## src/rtl/alu_pkg.sv

```systemverilog
// alu_pkg: shared operation codes, FSM state encoding and helper constants
// for the sequential ALU and its combinational core.
package alu_pkg;

  // Operation codes presented on funcsel. For the 0xxx group, bit 2 selects
  // the inverted-B / carry-in form of the same operation.
  typedef enum logic [3:0] {
    OP_AND  = 4'b0000,
    OP_OR   = 4'b0001,
    OP_ADD  = 4'b0010,
    OP_SLT  = 4'b0011,
    OP_ANDN = 4'b0100,
    OP_ORN  = 4'b0101,
    OP_SUB  = 4'b0110,
    OP_SLTB = 4'b0111,
    OP_XOR  = 4'b1000,
    OP_SLL  = 4'b1001,
    OP_SRL  = 4'b1010,
    OP_SRA  = 4'b1011,
    OP_MUL  = 4'b1100,
    OP_RSV0 = 4'b1101,
    OP_RSV1 = 4'b1110,
    OP_RSV2 = 4'b1111
  } alu_op_t;

  // Control FSM: IDLE accepts work, BUSY iterates the shift-add multiply.
  typedef enum logic {
    IDLE = 1'b0,
    BUSY = 1'b1
  } state_t;

  // Bit of the op code that inverts B and injects carry-in for the 0xxx group.
  localparam int INV_BIT = 2;

endpackage

```

## src/rtl/alu_core.sv

```systemverilog
// alu_core: combinational datapath for every single-cycle operation.
// Produces the WIDTH-bit result plus adder carry-out and signed overflow;
// MUL and reserved codes yield zero here (MUL is handled iteratively above).
module alu_core
  import alu_pkg::*;
#(
  parameter  int WIDTH = 8,
  localparam int SHW   = $clog2(WIDTH)
) (
  input  logic [WIDTH-1:0] i_a,
  input  logic [WIDTH-1:0] i_b,
  input  alu_op_t          i_op,
  output logic [WIDTH-1:0] o_result,
  output logic             o_carry,
  output logic             o_overflow
);

  logic [3:0]              w_code;
  logic [WIDTH-1:0]        w_b_eff;
  logic [WIDTH:0]          w_sum;
  logic [WIDTH-1:0]        w_diff;
  logic                    w_sum_ovf;
  logic                    w_diff_ovf;
  logic                    w_slt;
  logic [SHW-1:0]          w_shamt;
  logic signed [WIDTH-1:0] w_a_s;

  assign w_code  = i_op;
  assign w_b_eff = w_code[INV_BIT] ? ~i_b : i_b;
  assign w_sum   = {1'b0, i_a} + {1'b0, w_b_eff} + {{WIDTH{1'b0}}, w_code[INV_BIT]};

  // Overflow when both adder inputs share a sign that the sum does not.
  assign w_sum_ovf = (i_a[WIDTH-1] == w_b_eff[WIDTH-1]) &&
                     (w_sum[WIDTH-1] != i_a[WIDTH-1]);

  // Both SLT codes compare through A-B regardless of the invert bit;
  // sign xor overflow gives the true signed less-than.
  assign w_diff     = i_a - i_b;
  assign w_diff_ovf = (i_a[WIDTH-1] != i_b[WIDTH-1]) &&
                      (w_diff[WIDTH-1] != i_a[WIDTH-1]);
  assign w_slt      = w_diff[WIDTH-1] ^ w_diff_ovf;

  // Shift amount comes from the low bits of B only.
  assign w_shamt = i_b[SHW-1:0];
  assign w_a_s   = i_a;

  // Operation select; carry/overflow are only meaningful for ADD/SUB.
  always_comb begin
    o_result   = '0;
    o_carry    = 1'b0;
    o_overflow = 1'b0;
    case (i_op)
      OP_AND, OP_ANDN: o_result = i_a & w_b_eff;
      OP_OR,  OP_ORN:  o_result = i_a | w_b_eff;
      OP_ADD, OP_SUB: begin
        o_result   = w_sum[WIDTH-1:0];
        o_carry    = w_sum[WIDTH];
        o_overflow = w_sum_ovf;
      end
      OP_SLT, OP_SLTB: o_result = {{(WIDTH-1){1'b0}}, w_slt};
      OP_XOR:          o_result = i_a ^ i_b;
      OP_SLL:          o_result = i_a << w_shamt;
      OP_SRL:          o_result = i_a >> w_shamt;
      OP_SRA:          o_result = w_a_s >>> w_shamt;
      default:         o_result = '0;
    endcase
  end

endmodule

```

## src/rtl/alu_seq.sv

```systemverilog
// alu_seq: handshaked ALU with registered result/flags. Single-cycle ops
// complete one edge after accept; MUL runs a WIDTH-cycle shift-add loop.
module alu_seq
  import alu_pkg::*;
#(
  parameter  int WIDTH = 8,
  localparam int SHW   = $clog2(WIDTH)
) (
  input  logic             clk,
  input  logic             reset,
  input  logic             in_valid,
  output logic             in_ready,
  input  logic [WIDTH-1:0] operandA,
  input  logic [WIDTH-1:0] operandB,
  input  logic [3:0]       funcsel,
  output logic             out_valid,
  input  logic             out_ready,
  output logic [WIDTH-1:0] result,
  output logic             zero,
  output logic             negative,
  output logic             carry,
  output logic             overflow
);

  state_t           r_state;
  logic [WIDTH-1:0] r_mcand;
  logic [WIDTH-1:0] r_mplier;
  logic [WIDTH-1:0] r_acc;
  logic [SHW-1:0]   r_cnt;
  logic [WIDTH-1:0] r_result;
  logic             r_zero;
  logic             r_negative;
  logic             r_carry;
  logic             r_overflow;
  logic             r_out_valid;

  alu_op_t          w_op;
  logic             w_accept;
  logic             w_is_mul;
  logic             w_last;
  logic [WIDTH-1:0] w_acc_next;
  logic [WIDTH-1:0] w_core_result;
  logic             w_core_carry;
  logic             w_core_overflow;

  assign w_op     = alu_op_t'(funcsel);
  assign w_is_mul = (w_op == OP_MUL);

  // Accept only from IDLE and only when the output slot is free or draining.
  assign in_ready = (r_state == IDLE) && (!r_out_valid || out_ready) && !reset;
  assign w_accept = in_valid && in_ready;

  // One shift-add step: the final step's sum is what gets registered.
  assign w_acc_next = r_mplier[0] ? (r_acc + r_mcand) : r_acc;
  assign w_last     = (r_cnt == SHW'(WIDTH - 1));

  alu_core #(
    .WIDTH (WIDTH)
  ) u_core (
    .i_a        (operandA),
    .i_b        (operandB),
    .i_op       (w_op),
    .o_result   (w_core_result),
    .o_carry    (w_core_carry),
    .o_overflow (w_core_overflow)
  );

  // Control FSM, multiply iteration and output registers (result/flags/valid).
  always_ff @(posedge clk) begin
    if (reset) begin
      r_state     <= IDLE;
      r_mcand     <= '0;
      r_mplier    <= '0;
      r_acc       <= '0;
      r_cnt       <= '0;
      r_result    <= '0;
      r_zero      <= 1'b0;
      r_negative  <= 1'b0;
      r_carry     <= 1'b0;
      r_overflow  <= 1'b0;
      r_out_valid <= 1'b0;
    end else begin
      case (r_state)
        IDLE: begin
          if (w_accept) begin
            if (w_is_mul) begin
              r_mcand     <= operandA;
              r_mplier    <= operandB;
              r_acc       <= '0;
              r_cnt       <= '0;
              r_out_valid <= 1'b0;
              r_state     <= BUSY;
            end else begin
              r_result    <= w_core_result;
              r_zero      <= (w_core_result == '0);
              r_negative  <= w_core_result[WIDTH-1];
              r_carry     <= w_core_carry;
              r_overflow  <= w_core_overflow;
              r_out_valid <= 1'b1;
            end
          end else if (r_out_valid && out_ready) begin
            r_out_valid <= 1'b0;
          end
        end
        BUSY: begin
          r_acc    <= w_acc_next;
          r_mcand  <= r_mcand << 1;
          r_mplier <= r_mplier >> 1;
          if (w_last) begin
            r_cnt       <= '0;
            r_result    <= w_acc_next;
            r_zero      <= (w_acc_next == '0);
            r_negative  <= w_acc_next[WIDTH-1];
            r_carry     <= 1'b0;
            r_overflow  <= 1'b0;
            r_out_valid <= 1'b1;
            r_state     <= IDLE;
          end else begin
            r_cnt <= r_cnt + SHW'(1);
          end
        end
        default: r_state <= IDLE;
      endcase
    end
  end

  assign out_valid = r_out_valid;
  assign result    = r_result;
  assign zero      = r_zero;
  assign negative  = r_negative;
  assign carry     = r_carry;
  assign overflow  = r_overflow;

endmodule
```

## config.mk

```make
export PLATFORM = sky130hd
export DESIGN_NAME = alu_seq
export DESIGN_NICKNAME = d
export VERILOG_FILES = /design/src/rtl/alu_pkg.sv /design/src/rtl/alu_core.sv /design/src/rtl/alu_seq.sv
export SDC_FILE = /design/constraint.sdc
export NUM_CORES = 1
export LEC_CHECK = 0
export CAP_MARGIN = 25
export CORE_MARGIN = 4
export CORE_UTILIZATION = 53
export DETAILED_ROUTE_END_ITERATION = 8
export PLACE_DENSITY = 0.85
export SLEW_MARGIN = 10
export SYNTH_ARGS = -nofsm -noshare
export SYNTH_HDL_FRONTEND = slang
export SYNTH_SLANG_ARGS = --single-unit
```

## constraint.sdc

```tcl
create_clock -name clk -period 3.6 [get_ports clk]
set_clock_uncertainty 0.15 [all_clocks]
set_input_delay 0.54 -clock clk [delete_from_list [all_inputs] [get_ports clk]]
set_output_delay 0.54 -clock clk [all_outputs]
set_load 0.05 [all_outputs]
```

==> impl_metrics.py, run 1 <==
metrics = {
    "global_route": {
        "grt_overflow": 0,
        "grt_usage": 0.2605,
        "grt_pass1_wl_um": 18000,
        "first_global_vias": 3718,
        "grt_max_degree": 41,
        "antenna_found_initial": 0,
    },
    "floorplanning": {
        "dieHeight_um": 92.17,
        "die_area_um2": 8495,
        "num_rows": 30,
        "ios": 38,
        "fp.coreArea_um2": 6832,
        "die_w_um": 92.17,
        "start_util": 0.5496,
    },
    "synthesis": {
        "synth_top_family_by_area": "compound AO/OA/AOI/OAI gates",
        "synth.avg_cell_area_um2": 7.806,
        "synth.top_cells.by_area": "dfxtp_1, ha_1, a21oi_1",
        "ys.flop_type": "dfxtp_1",
        "synth-xor-area-share": 0.03732,
        "synth_edf_count": 0,
        "ys_types": 68,
        "async_flop_share": 0,
        "synth.cell_area_um2": 3755,
        "syn_inst": 481,
        "synth_mux_area_frac": 0.07131,
        "synthAdderAreaFrac": 0.1260,
        "synthesis.nets": 541,
        "yosys.area.top_type_share": 0.2133,
        "synth_top_area_cell": "dfxtp_1",
        "synth-simple-area-share": 0.2059,
        "ys_seq_area_frac": 0.2133,
        "synth_compound_area_frac": 0.2776,
        "synth_warnings": 0,
        "synth-seq-cells": 40,
    },
    "clocking": {
        "cts_sinks": 40,
        "cts_hold_buf": 0,
        "clk_latency_ns": 0.29,
        "cts_root_buf": "clkbuf_8",
        "cts_buffers": 5,
        "path_clk_slew_ns": 0.08,
        "cts_tree": "yes",
        "cts_max_path_buffers": 2,
        "h-tree-depth": 2,
    },
    "drt": {
        "met1_length_um": 4906,
        "ant_nets": 0,
        "wl_per_cell_um": 17.89,
        "drt_pre_antenna_iters": 5,
        "routed-wl-met3_um": 723,
        "routed-wl-met2_um": 5316,
        "topRoutingLayerUsed": "met4",
        "dr.first_iter.drc_count": 472,
        "drcViolationCount": 0,
        "drt_wl_total_um": 11210,
        "routed-via-count": 3961,
        "viasPerCell": 6.317,
    },
    "finish": {
        "fin_cells": 627,
        "nets": 590,
        "drive_above_1_share": 0.1111,
        "diodes": 0,
        "nFillCells": 581,
        "syn_to_final_growth_pct": 20.39,
    },
    "worst_setup_path": {
        "worstSetupStartpointType": "input port",
        "rr_worst_depth": 9,
        "cp_data_required_time_ns": 3.69,
        "end_kind": "flip-flop",
        "cp-startpoint": "operandB[0]",
        "regToRegStartpoint": "r_mcand[0]$_SDFFE_PP0P_",
        "cp.arrival_ns": 3.53,
        "cp_max_fo": 23,
        "critPathKind": "in -> reg",
        "worst_r2r_endpoint": "result[4]$_SDFFE_PP0P_",
        "r2r_setup_slack_ns": 1.16,
    },
    "sta": {
        "drv_slew": 0,
        "fin_crit_sh": 0.9548,
        "slew_headroom": 0.3928,
        "rsz0062_at_grt": "no",
        "worst_slew_pin_slew_ns": 0.9038,
        "min_period_ns": 3.437,
        "final_hold_viol_count": 0,
        "setup_ws_ns": 0.1627,
        "setup_viol_count_final": 0,
        "clock.fmax_mhz": 290.9,
    },
    "run": {
        "maxCapViolations": 0,
    },
    "placement": {
        "dp_hpwl_um": 8431,
        "port_buffers": 37,
        "place_congestion": 1.058,
        "pre_cts_slack_ns": -0.3465,
        "placedCellCount": 618,
    },
    "pwr": {
        "p_int_uw": 836.8,
        "p_sw_uw": 397.2,
        "power_frac_seq": 0.369,
        "max-vdd-ir-drop_v": 0.0002485,
        "combPwrFrac": 0.340,
        "p_clk_frac": 0.291,
        "switching_share": 0.3219,
        "cellPowerDensity_nw_per_um2": 273.0,
        "power_leakage_uw": 0.001942,
    },
    "status": {
        "status": "finished, final reports clean",
    },
    "min_path": {
        "hold_path_depth": 2,
        "holdCritStartpoint": "result[4]$_SDFFE_PP0P_",
        "min_to": "result[4]$_SDFFE_PP0P_",
        "hold_class": "reg -> reg",
    },
}
-- worst max path at each step --
stage,endpoint,cells past startpoint
2_1_floorplan,zero$_SDFFE_PP0P_,18
3_3_place_gp,zero$_SDFFE_PP0P_,18
3_5_place_dp,zero$_SDFFE_PP0P_,18
4_1_cts,zero$_SDFFE_PP0P_,18
5_1_grt,zero$_SDFFE_PP0P_,17
6_report,zero$_SDFFE_PP0P_,12
-- layout make-up --
class / count / area [um2] / area share
timing repair buffer: 70 / 643.1 / 0.1423
tap: 96 / 120.1 / 0.02657
clock inverter: 2 / 35.03 / 0.007750
inverter: 33 / 123.9 / 0.02740
sequential: 40 / 800.8 / 0.1771
multi-input combinational: 380 / 2725 / 0.6028
clock buffer: 6 / 72.57 / 0.01605
-- metal layers --
metal,GRT usage,up-vias
met1,0.3607,1909
met3,0.03363,25
met4,0.08416,0
li1,-,1849
met2,0.4191,178
met5,0,-
-- cells by family (layout without fill, tap and decap cells) --
family | count (synthesis) | in the layout
xor gates and xnor gates | 16 | 16
buffers and inverters | 61 | 111
adders and majority gates | 36 | 36
AOI/OAI and AO/OA | 154 | 154
DFF | 40 | 40
muxes | 19 | 19
and+or+nand+nor | 155 | 155
-- synthesized netlist by cell type, types with 4 or more instances --
cell type / instances
dfxtp_1: 40
a211oi_1: 8
nand3_1: 14
xnor2_1: 5
nor3_1: 11
o211ai_1: 7
a211o_1: 4
ha_1: 33
nand2_1: 48
nand2b_1: 15
o21ai_0: 17
a22oi_1: 15
clkbuf_1: 15
inv_1: 31
mux2i_1: 11
o21a_1: 6
nor2b_1: 4
a21o_1: 10
buf_2: 5
nor2_1: 33
xor2_1: 11
a21oi_1: 52
a31oi_1: 4
buf_4: 4
and3_1: 6
-- sequential cells by signal, summed over array words and instances, names as in the netlist --
register and cells:
r_acc 8, r_mcand 8, r_mplier 8, result 8
r_cnt 3, carry 1, out_valid 1, overflow 1
r_state 1, zero 1
-- power groups by stage --
stage	Clock (uW)	Combinational, uW	Sequential (uW)
4_1_cts	362	405	456
5_1_grt	381	451	457
3_5_place_dp	0	401	466
2_1_floorplan	0	234	486
6_report	359	420	456
3_3_place_gp	0	392	466
-- worst max-delay path, cell delays in order --
cell and delay, ns:
clkdlybuf4s50_1 0.50, buf_4 0.30, mux2_2 0.43, fa_1 0.41, nand3_1 0.14, a21o_1 0.13, a21oi_1 0.08, nor4_1 0.44
buf_4 0.20, and4_1 0.18, nand4b_1 0.09, nand2_1 0.07
-- cells in the final DEF (no fill, tap or decap), drive strengths merged, types with 4 or more instances in the layout --
master / n
nand3: 14
a21o: 10
nand2b: 15
nor2b: 4
a221oi: 4
clkdlybuf4s50: 35
nand2: 48
a31oi: 4
a211o: 4
mux4: 5
nor3: 11
o211ai: 7
a22oi: 15
clkbuf: 6
buf: 34
a211oi: 8
o21a: 6
inv: 33
dfxtp: 40
xnor2: 5
a21oi: 53
mux2i: 11
nor2: 33
o21ai: 17
xor2: 11
ha: 33
and3: 6
-- repair_timing --
action / CTS / global route
resized for setup: 1 / 8
endpoints found under the setup margin: 1 / 2
pin swaps: 1 / 3
buffers inserted: 0 / 1
-- metrics by stage --
| stage | area (um2) | total power [uW] | hold slack, ns | util | setup TNS [ns] |
|---|---|---|---|---|---|
| final | 4521 | 1234 | 0.3095 | 0.6617 | 0 |
| after global routing | 4521 | 1289 | 0.3332 | 0.6617 | 0 |
| after detailed placement | 4374 | 867.0 | 0.2990 | 0.6403 | -0.5857 |
| after global placement | 4374 | 857.7 | 0.2928 | 0.6403 | -0.4082 |
| after floorplan | 3755 | 720.4 | 0.2868 | - | 0 |
| after CTS | 4487 | 1223 | 0.3100 | 0.6568 | 0 |
Note: power is estimated with default switching activity, not from simulation.
==> inputs of run 2 (changes only) <==
- CORE_MARGIN: 4 -> 5
- CTS_CLUSTER_DIAMETER: default -> 120
==> run 2 against run 1 <==
Effect of this change:
- die area rose by 4.4%
- maximum frequency is 2.5% higher
- register-to-register slack is essentially flat
- combinational power hardly changed
- cell area is 0.22% higher
- non-clock buffer count decreased by 1
- count of clock-buffer cells in the layout stayed put
- largest power group unchanged
- via count is 0.25% higher
- largest cell class unchanged
- global-route usage fell by 0.074 points
- critical path type unchanged
==> impl_metrics.py, run 2 (synthesis gave the netlist of run 1 again) <==
metrics = {
    "status": {
        "status": "finished, final reports clean",
    },
    "sta": {
        "whs_ns": 0.3057,
        "min_period_ns": 3.354,
        "drv_slew": 0,
        "setup_ws_ns": 0.2460,
        "fin_crit_sh": 0.9317,
        "rsz0062_at_grt": "no",
        "worst_slew_pin_slew_ns": 0.9156,
        "final_hold_viol_count": 0,
        "slew_headroom": 0.3849,
        "clock.fmax_mhz": 298.2,
        "setup_viol_count_final": 0,
    },
    "floorplanning": {
        "start_util": 0.5496,
        "ios": 38,
        "num_rows": 30,
        "dieHeight_um": 94.17,
        "fp.coreArea_um2": 6832,
        "die_area_um2": 8868,
        "die_w_um": 94.17,
    },
    "worst_setup_path": {
        "crit_slowest_cell": "clkdlybuf4s50_1",
        "critPathMostFrequentCell": "o21a_1",
        "cp-startpoint": "operandA[2]",
        "crit_chain": "clkdlybuf4s50_1 > ha_4 > o21a_1 > o21a_1 > o21a_1 > o21ai_0 > nand2b_1 > a21oi_1 > fa_1 > and4b_1 > a311oi_2 > o21ai_1 > a211oi_2 > and4_1 > nand4b_1 > nand2_1",
        "critPathKind": "in -> reg",
        "end_kind": "flip-flop",
        "worstSetupStartpointType": "input port",
        "cp_max_fo": 2,
        "cp_data_required_time_ns": 3.69,
        "cp.arrival_ns": 3.44,
        "critPathBufInv": 1,
        "path_delay_family": "compound AO/OA/AOI/OAI gates",
        "max_stage_delay_ns": 0.47,
        "regToRegStartpoint": "r_mcand[0]$_SDFFE_PP0P_",
    },
    "drt": {
        "drt_pre_antenna_iters": 5,
        "met1_length_um": 4883,
        "routed-via-count": 3971,
        "topRoutingLayerUsed": "met4",
        "viasPerCell": 6.343,
        "drt_wl_total_um": 11280,
        "drcViolationCount": 0,
        "wl_per_cell_um": 18.03,
        "ant_nets": 0,
        "routed-wl-met3_um": 812,
        "dr.first_iter.drc_count": 478,
        "routed-wl-met2_um": 5338,
    },
    "global_route": {
        "grt_overflow": 0,
        "grt_usage": 0.2597,
        "grt_max_degree": 41,
        "first_global_vias": 3779,
        "grt_pass1_wl_um": 18310,
        "antenna_found_initial": 0,
    },
    "placement": {
        "port_buffers": 37,
        "pre_cts_slack_ns": -0.4456,
        "dp_hpwl_um": 8696,
        "place_congestion": 0.9968,
        "placedCellCount": 617,
    },
    "run": {
        "maxCapViolations": 0,
    },
    "clocking": {
        "cts_buffers": 5,
        "cts_max_path_buffers": 2,
        "cts_root_buf": "clkbuf_8",
        "h-tree-depth": 2,
        "clk_latency_ns": 0.30,
        "path_clk_slew_ns": 0.07,
        "cts_sinks": 40,
        "cts_tree": "yes",
    },
    "finish": {
        "final_cell_mix": "a21oi_1, nand2_1, dfxtp_1",
        "layout_commonest_cell": "a21oi_1",
        "final_util": 0.6632,
        "diodes": 0,
        "drive_above_1_share": 0.1113,
        "nFillCells": 571,
        "fin_cells": 626,
        "nets": 589,
        "syn_to_final_growth_pct": 20.66,
    },
    "pwr": {
        "max-vdd-ir-drop_v": 0.0002159,
        "cellPowerDensity_nw_per_um2": 273.5,
        "power_leakage_uw": 0.001961,
        "p_total_uw": 1239,
    },
    "min_path": {
        "hold_class": "reg -> reg",
        "holdCritStartpoint": "result[4]$_SDFFE_PP0P_",
    },
}
-- run 2: cell count changes in the layout (fill, tap and decap cells not counted), sizes merged --
cell	change
dlymetal6s2s	+3
buf	-1
clkdlybuf4s50	-3
-- run 2: final timing paths --
check / endpoint / slack (ns) / cells after the start
worst min-delay path: result[4]$_SDFFE_PP0P_ / 0.31 / 2
worst min register to register: result[4]$_SDFFE_PP0P_ / 0.31 / 2
worst max register to register: result[4]$_SDFFE_PP0P_ / 1.15 / 9
worst max-delay path: zero$_SDFFE_PP0P_ / 0.25 / 16
-- run 2: power by group --
part,total (uW),switching [uW],internal [uW]
Combinational,418,238,179
Clock,365,159,206
Sequential,456,6.12,450
Total,1240,404,835
-- run 2: cell type report --
class                      count  area (um2)  area share
multi-input combinational    380        2735      0.6037
sequential                    40       800.8      0.1767
timing repair buffer          69       643.1      0.1419
inverter                      33       123.9     0.02734
tap                           96       120.1     0.02651
clock buffer                   6       72.57     0.01602
clock inverter                 2       35.03    0.007733
-- run 2: routing by layer --
layer	vias up	track usage
met5	-	0
met3	30	0.05369
met2	177	0.4226
li1	1864	-
met4	0	0.07942
met1	1900	0.3439
-- run 2: metrics by stage --
stage               TNS [ns]  instance area [um2]
floorplan                  0                 3755
global placement     -0.3984                 4367
detailed placement   -0.7654                 4367
CTS                        0                 4487
global route               0                 4531
finish                     0                 4531
-- run 2: worst reg2reg max path, stage by stage (launching register included) --
cell and delay (ns):
dfxtp_1 0.34, ha_1 0.26, fa_1 0.44, a21o_1 0.19, a21o_1 0.17, a221oi_1 0.33
nand2b_1 0.20, o21ai_0 0.09, nand2_1 0.08, a21oi_1 0.06
-- run 2: what timing repair did --
item                                    in CTS  in global routing
endpoints found under the setup margin       2                  2
hold buffers                                 0                  0
pin swaps                                    1                  2
buffers inserted                             1                  0
gates resized for setup                      2                 10
